**config.mk**
```make
export PLATFORM = sky130hd
export DESIGN_NAME = muldiv_unit
export DESIGN_NICKNAME = d
export VERILOG_FILES = /design/src/rtl/muldiv_unit.sv
export SDC_FILE = /design/constraint.sdc
export NUM_CORES = 1
export LEC_CHECK = 0
export CORE_ASPECT_RATIO = 2
export CORE_UTILIZATION = 55
export DETAILED_ROUTE_END_ITERATION = 8
export PLACE_DENSITY = 0.75
export REMOVE_ABC_BUFFERS = 1
export SYNTH_ARGS = -nofsm -noshare
export SYNTH_HDL_FRONTEND = slang
export SYNTH_SLANG_ARGS = --single-unit
```
**constraint.sdc**
```tcl
create_clock -name clk -period 11.3 [get_ports clk]
set_clock_uncertainty 0.05 [all_clocks]
set_input_delay 2.26 -clock clk [delete_from_list [all_inputs] [get_ports clk]]
set_output_delay 2.26 -clock clk [all_outputs]
set_load 0.1 [all_outputs]
```
**src/rtl/muldiv_unit.sv**
```systemverilog
// muldiv_unit: iterative MULT/MULTU/DIV/DIVU unit with HI/LO results and a start/busy/done handshake.
// Ports: clk, rst_n (async active-low), start, op (00 MULT, 01 MULTU, 10 DIV, 11 DIVU), a, b,
//        busy, done (one-cycle pulse), hi (product high / remainder), lo (product low / quotient), div_by_zero.
// Optional MULDIV_EARLY_OUT_EN: a multiply stops once the remaining multiplier magnitude is zero.
module muldiv_unit #(
  parameter int WIDTH = 32
) (
  input  logic             clk,
  input  logic             rst_n,
  input  logic             start,
  input  logic [1:0]       op,
  input  logic [WIDTH-1:0] a,
  input  logic [WIDTH-1:0] b,
  output logic             busy,
  output logic             done,
  output logic [WIDTH-1:0] hi,
  output logic [WIDTH-1:0] lo,
  output logic             div_by_zero
);
  localparam logic [1:0] IDLE = 2'd0, RUN = 2'd1, FIX = 2'd2;
  localparam int CW = $clog2(WIDTH);
  logic [1:0]         state;
  logic               is_div, neg_p, neg_r, zflag;
  // mul: prod accumulates, mcand is |a| shifted left, mb is |b| shifted right
  // div: prod[WIDTH:0] is the partial remainder, mcand holds the divisor, mb shifts dividend out / quotient in
  logic [2*WIDTH-1:0] prod, mcand, prod_fix;
  logic [WIDTH-1:0]   mb, abs_a, abs_b, q_fix, r_fix;
  logic [CW-1:0]      cnt;
  logic [WIDTH:0]     shl, diff;
  logic               sgn, b_zero, ge, last, last_mul;
  always_comb begin
    sgn      = ~op[0];
    b_zero   = b == '0;
    abs_a    = (sgn && a[WIDTH-1]) ? -a : a;
    abs_b    = (sgn && b[WIDTH-1]) ? -b : b;
    shl      = {prod[WIDTH-1:0], mb[WIDTH-1]};
    diff     = shl - {1'b0, mcand[WIDTH-1:0]};
    ge       = ~diff[WIDTH];
    last     = cnt == CW'(WIDTH - 1);
`ifdef MULDIV_EARLY_OUT_EN
    last_mul = last || mb[WIDTH-1:1] == '0;
`else
    last_mul = last;
`endif
    prod_fix = neg_p ? -prod : prod;
    q_fix    = neg_p ? -mb : mb;
    r_fix    = neg_r ? -prod[WIDTH-1:0] : prod[WIDTH-1:0];
  end
  assign busy = state != IDLE;
  always_ff @(posedge clk or negedge rst_n) begin
    if (!rst_n) begin
      state       <= IDLE;
      done        <= 1'b0;
      hi          <= '0;
      lo          <= '0;
      div_by_zero <= 1'b0;
      is_div      <= 1'b0;
      neg_p       <= 1'b0;
      neg_r       <= 1'b0;
      zflag       <= 1'b0;
      prod        <= '0;
      mcand       <= '0;
      mb          <= '0;
      cnt         <= '0;
    end else begin
      done <= 1'b0;
      if (state == IDLE) begin
        if (start) begin
          state       <= (op[1] && b_zero) ? FIX : RUN;
          is_div      <= op[1];
          neg_p       <= sgn && (a[WIDTH-1] ^ b[WIDTH-1]);
          neg_r       <= sgn && a[WIDTH-1];
          zflag       <= op[1] && b_zero;
          div_by_zero <= 1'b0;
          prod        <= '0;
          cnt         <= '0;
          mcand       <= {{WIDTH{1'b0}}, op[1] ? abs_b : abs_a};
          // divide-by-zero keeps the raw dividend so hi can return it unmodified
          mb          <= op[1] ? (b_zero ? a : abs_a) : abs_b;
        end
      end else if (state == RUN) begin
        cnt <= cnt + 1'b1;
        if (is_div) begin
          prod  <= (2*WIDTH)'(ge ? diff : shl);
          mb    <= {mb[WIDTH-2:0], ge};
          state <= last ? FIX : RUN;
        end else begin
          prod  <= prod + (mb[0] ? mcand : '0);
          mcand <= mcand << 1;
          mb    <= mb >> 1;
          state <= last_mul ? FIX : RUN;
        end
      end else begin
        state <= IDLE;
        done  <= 1'b1;
        if (!is_div) begin
          hi <= prod_fix[2*WIDTH-1:WIDTH];
          lo <= prod_fix[WIDTH-1:0];
        end else if (zflag) begin
          hi          <= mb;
          lo          <= '1;
          div_by_zero <= 1'b1;
        end else begin
          hi <= r_fix;
          lo <= q_fix;
        end
      end
    end
  end
endmodule

```
### Word-level counts from Yosys, hierarchy flattened

Index checks and enable logic that the tools add are counted.

| operators by class | value |
|---|---|
| $add $sub $neg | 8 |
| eq/ne operators | 5 |
| mux-type cells | 41 |
| bitwise gates (word level) | 5 |
| reductions and logical operators | 15 |

Operator list:

| kind | count |
|---|---|
| 2-to-1 mux 64 bit | 10 |
| 2-to-1 mux 32 bit | 15 |
| negation 32 bit | 4 |
| adder 64 bit | 1 |
| negation 64 bit | 1 |
| 2-to-1 mux 33 bit | 1 |
| subtractor 33 x 32 -> 33 bit | 1 |
| zero test 32 bit | 1 |
| 2-to-1 mux 5 bit | 3 |
| 2-to-1 mux 2 bit | 5 |
| nonzero test 2 bit | 4 |
| 2-to-1 mux 1 bit | 7 |
| AND reduction 2 bit | 3 |
| adder 5 x 1 -> 5 bit (second input constant) | 1 |
| == test 5 bit (second input constant) | 1 |
| logical AND 1 bit | 4 |
| inequality test 2 bit (second input constant) | 2 |
| NOT 1 bit | 4 |
| AND reduction 4 bit | 1 |
| AND reduction 3 bit | 1 |
| == test 2 x 1 -> 1 bit (second input constant) | 1 |
| zero test 2 bit | 1 |
| inequality test 2 x 1 -> 1 bit (second input constant) | 1 |
| bitwise XOR 1 bit | 1 |

| word-level totals | value |
|---|---|
| register bits after elaboration | 237 |
| input bits | 69 |
| output and inout bits | 67 |

### Depth between registers and ports, before layout

Gate-level depths: netlist (run 1).

| logic depth | value |
|---|---|
| word-level depth | 7 |
| mapped depth | 21 |
| depth with buffers taken out | 19 |

### Least setup slack after synthesis (run 1)

OpenSTA, ideal clock, no wires.

| timing path | value |
|---|---|
| kind | input -> register |
| from | input port b[1] |
| to | register mb[27] |
| setup time | 0.065 ns |
| arrival time | 5.194 ns |
| data required time | 11.185 ns |
| setup slack | 5.991 ns |
| cell stages on the path | 14 |
| buffers on the path | 2 |
| path through | inv_1 -> ha_1 -> or4b_2 -> or2_2 -> nor4b_2 -> nand2_1 -> or3_1 -> clkbuf_1 -> nand2_1 -> buf_2 -> nor2_1 -> xnor2_1 -> a211oi_1 -> o22a_1 |

| on the way | value |
|---|---|
| word-level cells in the longest chain between the ends | 5 |
| elaborated cells between the ends (all ways) | 7 |
| classes of those cells | add/sub (1); mux (5); reduce/logical (1) |

RTL lines:

| item | line | text |
|---|---|---|
| start, declared | 13 | `input logic [WIDTH-1:0] b,` |
| negation 32 bit / zero test 32 bit (equally long branches) | 35, 33 |  |
| 2-to-1 mux 32 bit (on tied branches) | 35, 79 |  |
| 2-to-1 mux 32 bit * | 79 | `mb <= op[1] ? (b_zero ? a : abs_a) : abs_b;` |
| 2-to-1 mux 32 bit * | 68 | `if (start) begin` |
| 2-to-1 mux 32 bit * | 67 | `if (state == IDLE) begin` |
| end signal, assigned | 79 |  |
| end signal, assigned | 85 | `mb <= {mb[WIDTH-2:0], ge};` |
| end signal, assigned | 90 | `mb <= mb >> 1;` |
| end, declared | 27 | `logic [WIDTH-1:0] mb, abs_a, abs_b, q_fix, r_fix;` |

Mark *: on every way between the ends. The rest lies on a longest branch, timed or not. The select of a mux whose other input is x is not followed.
A chain may end at the register's enable or synchronous reset.

### Worst setup path after layout (run 1)

| timing path | value |
|---|---|
| from | register mb[31] |
| to | register prod[21] |

| on the way | value |
|---|---|
| word-level cells in the longest chain between the ends | 5 |

RTL lines:

| item | line | text |
|---|---|---|
| subtractor 33 x 32 -> 33 bit | 37 | `diff = shl - {1'b0, mcand[WIDTH-1:0]};` |
| 2-to-1 mux 33 bit | 84 | `prod <= (2*WIDTH)'(ge ? diff : shl);` |
| 2-to-1 mux 64 bit | 83 | `if (is_div) begin` |
| 2-to-1 mux 64 bit | 81 | `end else if (state == RUN) begin` |
| 2-to-1 mux 64 bit | 67 |  |
| end signal, assigned | 84 |  |
| end signal, assigned | 88 | `prod <= prod + (mb[0] ? mcand : '0);` |
| end, declared | 26 | `logic [2*WIDTH-1:0] prod, mcand, prod_fix;` |

No other way between the ends. The select of a mux whose other input is x is not followed.

==> metrics.md, run 1 <==
| Metric | Value |
|---|---|
| Outcome | `finished clean` |
| Tcrit/Tclk final | `0.549` |
| Chip height | `around 280 µm` |
| 1st-iter DRT viols | `around 1500` |
| Global route overflow | `0` |
| Layout area overhead | `10.8%` |
| Nets | `~2900` |
| Ys async rst share | `1.00` |
| Max stage delay on crit path | `0.72 ns` |
| IO Pins | `roughly 140` |
| Crit-path slowest cell | `o41ai_1` |
| CORE AREA | `approximately 38000 µm²` |
| Most common library cells after synthesis | `nand2_1, o21ai_0, dfrtp_1` |
| Final Hold Viols | `0` |
| Synth top area share | `0.279` |
| Worst EP arrival | `6.62 ns` |
| Register area | `around 6000 µm²` |
| Post_cts resized | `0` |
| Clock Path Buffers | `3` |
| Area occupied by multi-input gates | `14100 µm²` |
| Min-Delay Path Class | `register to register` |
| Mean post-synth cell area | `~7.9 µm²` |
| Final Setup Violations | `0` |
| Initial antenna violation count | `0` |
| Num Clock Sinks | `about 240` |
| Ant. Diodes | `0` |
| Pin count of the biggest net entering global routing | `117` |
| # DRC | `0` |
| CP Cell Sequence | `inv_1, ha_1, fa_1, nor2b_1, o21ai_0, a211oi_1, o21a_1, o41a_1, o41ai_1, o21ai_0, and2_1, o21ai_0, a21oi_1, ha_1, buf_4, nand3_1, o21ai_0` |
| Most common cell in the netlist | `nand2_1` |
| Main synth FF type | `dfrtp_1` |
| WP buf/inv | `2` |
| Worst Setup Path Type | `register to register` |
| CP startpoint kind | `register` |
| Die width | `about 140 µm` |
| First-pass GRT wire length | `between 100000 and 150000 µm` |
| Synth area leaders | `dfrtp_1, xnor2_1, o21ai_0` |
| Fin crit period | `between 6 and 7 ns` |
| Hold Worst Slack | `0.459 ns` |
| Seq/Total Area, Yosys | `0.279` |
| RePlAce Congestion | `1.02` |
| P_leak | `around 10 nW` |
| Required time of the worst setup path | `roughly 12 ns` |
| CP Capture Type | `register` |
| H-tree depth | `1` |
| Area of the mapped netlist | `approximately 21000 µm²` |
| Synth unique cells | `79` |
| Peak supply drop | `approximately 0.00023 V` |
| Unrepaired setup endpoints after global routing | `false` |
| Vias per inst | `around 6.5` |
| Port bufs | `approximately 140` |
| Vias in the first global route | `21230` |
| Worst-margin pin slew | `about 1.3 ns` |
| WL final | `approximately 74000 µm` |
| Clock slew at reported path FFs | `0.07 ns` |
| Clk_lat worst skew | `just under 0.6 ns` |
| Synth area leader | `dfrtp_1` |
| Wirelength per Cell | `approximately 23 µm` |
| Total iterations of the first detailed-routing run | `5` |
| Total GRT Usage | `0.376` |
| Slew headroom | `0.124` |
| Fmax | `~0.16 GHz` |
| Warnings from Yosys | `0` |
| Delay-heaviest family, CP | `compound AO/OA/AOI/OAI gates` |
| Post-CTS setup buffer count | `0` |
| Layout cells sized above 1 | `0.0438` |
| Slew Limit Fails | `0` |
| Register bit total from synthesis | `237` |
| Hold_buf cts | `0` |
| Max-cap violations | `0` |
| Post-route setup TNS | `0 ns` |
| Clock Root Buffer | `clkbuf_16` |
| Cell mode on critical path | `o21ai_0` |
| Final antenna-violating net count | `0` |
| EDFF count, synth | `0` |
| Initial Util | `0.559` |
| Pwr per Cell Area | `359 nW/µm²` |
| Total CTS buffers | `24` |
| Non-filler cells, final | `around 3200` |
| Vias | `about 21000` |
| Crit-path max FO | `43` |
| Core Rows | `about 100` |
| Die area | `around 40000 µm²` |
| Dpl cells | `3188` |
| Detail Placement HPWL | `54700 µm` |
| CTS tree | `built` |
| # fillers | `3458` |
| Cells after Synth | `2710` |
## cells by family after synthesis
group,after synthesis,synth area share
AOI/OAI and AO/OA,912,0.278
xor gates and xnor gates,280,0.115
adders and majority gates,104,0.0619
buffers and inverters,327,0.0586
DFF,237,0.279
muxes,81,0.0387
and+or+nand+nor,769,0.169
## worst reg2reg max path: cells and delay by family (launching register included)
kind / cells / cell delay [ns]
buf+inv: 2 / 0.91
compound gates: 9 / 2.98
flops: 1 / 0.51
simple gates: 3 / 0.78
fa+ha+maj: 3 / 0.86
## registers in the layout, summed over array words and instances (netlist names)
signal	count
hi	32
lo	32
mcand	64
zflag	1
mb	32
prod	64
neg_r	1
neg_p	1
div_by_zero	1
state	2
done	1
cnt	5
is_div	1
## layout make-up
class / instances / area share
Clock buffer: 32 / 0.0293
Clock inverter: 10 / 0.00483
Inverter: 124 / 0.0197
Multi-Input combinational cell: 2146 / 0.599
Sequential cell: 237 / 0.252
Tap cell: 515 / 0.0273
Timing Repair Buffer: 166 / 0.0673
## report_power, final
group	total [mW]	internal [mW]	leakage [nW]	switching (mW)
sequential	1.85	1.24	2.97	0.610
clock	0.860	0.477	0.398	0.383
combinational	5.75	2.04	6.47	3.72
total	8.47	3.76	9.84	4.71
## final timing paths
check | from | to | slack [ns] | cells past startpoint
max reg2reg | mb[31] | prod[21] | 5.10 | 17
max in group asynchronous | rst_n | is_div | 7.99 | 2
min reg2reg | div_by_zero | div_by_zero | 0.46 | 1
min in group asynchronous | rst_n | mcand[59] | 1.72 | 1
max | mb[31] | prod[21] | 5.10 | 17
min | div_by_zero | div_by_zero | 0.46 | 1
## layer usage
layer,track usage,share of wire
met1,0.378,0.34
met2,0.671,0.50
met3,0.0584,0.063
met4,0.322,0.092
met5,0,0
## stage by stage
stage	setup slack (ns)	utilization	area [µm²]	total power, mW
floorplan	2.92	-	20500	5.91
global placement	4.61	0.599	22800	7.37
detailed placement	4.54	0.599	22800	7.48
finish	5.10	0.620	23600	8.47
CTS	5.10	0.620	23600	8.36
global route	4.94	0.620	23600	8.99
## cells in the final DEF, fill, tap and decap left out, types with 7 or more instances in the layout
master	count
nor3_1	39
inv_1	123
nand4_1	19
a211oi_1	43
o211ai_1	51
a22oi_1	8
o41ai_1	20
clkbuf_16	25
xnor2_1	200
nand2b_1	18
nand3_1	36
nor2b_1	14
nand2_1	282
a21oi_1	190
mux2i_1	71
a21o_1	68
and3_1	9
o21ai_0	277
mux2_2	10
or3_1	42
buf_4	32
o21a_1	17
nor2_1	205
o21bai_1	23
a31oi_1	17
o31ai_1	45
o221ai_1	39
dfrtp_1	233
a22o_1	40
o22ai_1	7
clkdlybuf4s50_1	133
xor2_1	80
or4_1	19
and2_1	39
nor4_1	14
ha_1	102
(Power assumes the default switching activity.)
==> inputs of run 2 (changes only) <==
--- a/config.mk
+++ b/config.mk
@@ -8,7 +8,7 @@
 export CORE_ASPECT_RATIO = 2
 export CORE_UTILIZATION = 55
 export DETAILED_ROUTE_END_ITERATION = 8
-export PLACE_DENSITY = 0.75
+export PLACE_DENSITY = 0.78
 export REMOVE_ABC_BUFFERS = 1
 export SYNTH_ARGS = -nofsm -noshare
 export SYNTH_HDL_FRONTEND = slang
==> constraint.sdc (replaced) <==
create_clock -name clk -period 5.05 [get_ports clk]
set_clock_uncertainty 0.05 [all_clocks]
set_input_delay 1.01 -clock clk [delete_from_list [all_inputs] [get_ports clk]]
set_output_delay 1.01 -clock clk [all_outputs]
set_load 0.1 [all_outputs]
==> run 2 against run 1 <==
  * Sequential share of layout area fell by 0.53 points
  * Clock power rose by 130%
  * Final area rose by 2.2%
  * Die area did not move
  * Sequential cell count did not move
  * Wire length rose by 4.6%
  * Global-route usage rose by 1.8 points
  * Count of clock-buffer cells in the layout fell by 1
  * Register-to-register slack got worse by 4.6 ns
  * Final cell count rose by 1.7%
  * Combinational power rose by 140%
  * First-iteration DRC count fell by 8.1%
  * Largest cell class unchanged
==> metrics.md, run 2 (synthesis gave the netlist of run 1 again) <==
| Metric | Value |
|---|---|
| Initial Util | `0.559` |
| Outcome | `finished clean` |
| Internal Pwr Total | `approximately 9 mW` |
| Tcrit/Tclk final | `0.924` |
| Pin count of the biggest net entering global routing | `~90` |
| Peak supply drop | `a little over 0.0005 V` |
| Fmax | `about 0.21 GHz` |
| Die width | `around 140 µm` |
| Final Setup Violations | `0` |
| Initial antenna violation count | `1` |
| Comb power frac | `0.695` |
| RePlAce Congestion | `approximately 1.0` |
| Switching Share | `0.548` |
| Worst-margin pin slew | `approximately 1.1 ns` |
| Delay-heaviest family, CP | `simple AND/OR/NAND/NOR gates` |
| CP startpoint kind | `input pin` |
| Clk pwr share | `0.102` |
| Hold_buf cts | `0` |
| Port bufs | `between 100 and 150` |
| # fillers | `between 3000 and 4000` |
| Required time of the worst setup path | `5.39 ns` |
| Fin crit period | `~4.7 ns` |
| IO Pins | `136` |
| Clock slew at reported path FFs | `~0.070 ns` |
| P_leak | `around 10 nW` |
| Crit-path max FO | `7` |
| Most common cell after layout, fill and taps aside | `nand2_1` |
| Fin area | `24100 µm²` |
| Layout cells sized above 1 | `0.0635` |
| Final Hold Viols | `0` |
| Num Clock Sinks | `roughly 240` |
| CP Capture Type | `register` |
| Vias per inst | `approximately 6.5` |
| Clock Path Buffers | `3` |
| Total CTS buffers | `24` |
| WL final | `77300 µm` |
| Post-route setup TNS | `0 ns` |
| Die area | `slightly below 40000 µm²` |
| Setup slack, reg-to-reg | `0.49 ns` |
| Nets | `~3000` |
| Vias | `21226` |
| Total iterations of the first detailed-routing run | `5` |
| # DRC | `0` |
| Reg2reg path depth | `14` |
| Clock Root Buffer | `clkbuf_16` |
| Post-DP Area | `23200 µm²` |
| Register area | `about 5900 µm²` |
| CORE AREA | `about 38000 µm²` |
| Worst Setup Path Type | `input pin to register` |
| Finished Core Util | `0.633` |
| Slew Limit Fails | `0` |
| Most frequent cells in the layout | `nand2_1, o21ai_0, dfrtp_1` |
| Post-CTS setup buffer count | `0` |
| Detail Placement HPWL | `approximately 58000 µm` |
| Slew headroom | `0.261` |
| Min-Delay Path Class | `input pin to async pin` |
| Crit-path slowest cell | `or4b_2` |
| Max stage delay on crit path | `approximately 0.66 ns` |
| Max-cap violations | `0` |
| Layout area overhead | `13.2%` |
| Hold Worst Slack | `0.347 ns` |
| CP Cell Sequence | `clkdlybuf4s50_1, inv_1, ha_1, or4b_2, or2_2, nor4b_2, buf_4, nand2_1, or3_1, buf_4, a21oi_1, o31ai_1, o21ai_0, nor2_1, a211oi_2` |
| Biggest regs | `mcand (64), prod (64)` |
| CTS tree | `built` |
| Global route overflow | `0` |
| Unrepaired setup endpoints after global routing | `false` |
| WP buf/inv | `4` |
| Area occupied by multi-input gates | `around 14000 µm²` |
| Vias in the first global route | `21384` |
| Chip height | `280 µm` |
| 1st-iter DRT viols | `roughly 1400` |
| Ant. Diodes | `0` |
| Worst R2R Start | `prod[1]` |
| Wirelength per Cell | `23.5 µm` |
| Pwr per Cell Area | `between 800 and 900 nW/µm²` |
| Final antenna-violating net count | `0` |
| Clk_lat worst skew | `0.59 ns` |
| H-tree depth | `1` |
| Worst EP arrival | `around 5 ns` |
| Total power | `about 20 mW` |
| Switching power | `between 10 and 15 mW` |
| Reg power frac | `0.204` |
| Cell mode on critical path | `buf_4` |
| First-pass GRT wire length | `119000 µm` |
| Total GRT Usage | `0.394` |
| Critical R2R Capture | `hi[16]` |
| Core Rows | `roughly 100` |
run 2: cell types whose count changed in the layout (fill, tap and decap cells not counted), moves of 2 or more:
cell | previous run | this run
buf_12 | 0 | 5
buf_4 | 32 | 82
bufinv_16 | 2 | 4
clkinvlp_4 | 1 | 3
inv_6 | 2 | 0
run 2: metrics by stage:
| step | cells | worst slack, ns |
|---|---|---|
| 6_report | 3286 | 0.385 |
| 5_1_grt | 3286 | 0.249 |
| 4_1_cts | 3286 | 0.279 |
| 3_5_place_dp | 3242 | -0.262 |
| 3_3_place_gp | 3242 | -0.277 |
| 2_1_floorplan | 2507 | -3.33 |
run 2: how the worst max path moves through the flow:
| stage | depth (start not counted) | slack (ns) | endpoint | from |
|---|---|---|---|---|
| after floorplan | 3 | -3.33 | mcand[22] | is_div |
| after global placement | 15 | -0.28 | mb[31] | b[0] |
| after detailed placement | 15 | -0.26 | mb[31] | b[0] |
| after CTS | 15 | 0.28 | mb[31] | b[0] |
| after global routing | 17 | 0.25 | prod[57] | mcand[1] |
| final | 15 | 0.39 | mb[31] | b[0] |
run 2: worst reg2reg max path, cell delays in order (launching register included):
cell     delay (ns)
dfrtp_1        0.38
buf_4          0.16
inv_1          0.14
ha_1           0.21
or3b_1         0.47
or4b_4         0.59
inv_1          0.13
nand2_2        0.20
nor3_4         0.47
nand2_2        0.17
or3_1          0.61
o31ai_1        0.37
xnor2_1        0.10
o21ai_0        0.26
a21oi_1        0.11
run 2: layout make-up:
| class | count | area share |
|---|---|---|
| multi-input cells | 2146 | 0.587 |
| flip-flops and latches | 237 | 0.247 |
| repair buffers | 220 | 0.0852 |
| clock buffers | 31 | 0.0277 |
| well taps | 515 | 0.0268 |
| inverters | 124 | 0.0193 |
| clock inverters | 13 | 0.00764 |
run 2: power groups by stage:
stage	Clock, mW	Combinational, mW	Sequential, mW
after global placement	0	13.2	3.96
after CTS	2.01	13.5	3.97
after floorplan	0	7.61	5.61
after global routing	2.08	14.7	4.10
after detailed placement	0	13.4	4.00
final	2.00	13.7	4.01
run 2: what timing repair did:
item,in CTS,in global routing
endpoints found under the setup margin,0,1
hold endpoints to repair,0,0
gates resized for setup,0,1
run 2: layer usage:
metal	routed length, µm	GRT usage	vias up
met1	26400	0.400	10147
met3	4340	0.0454	359
li1	-	-	9812
met5	9	0.00128	-
met4	7660	0.345	2
met2	38900	0.706	906
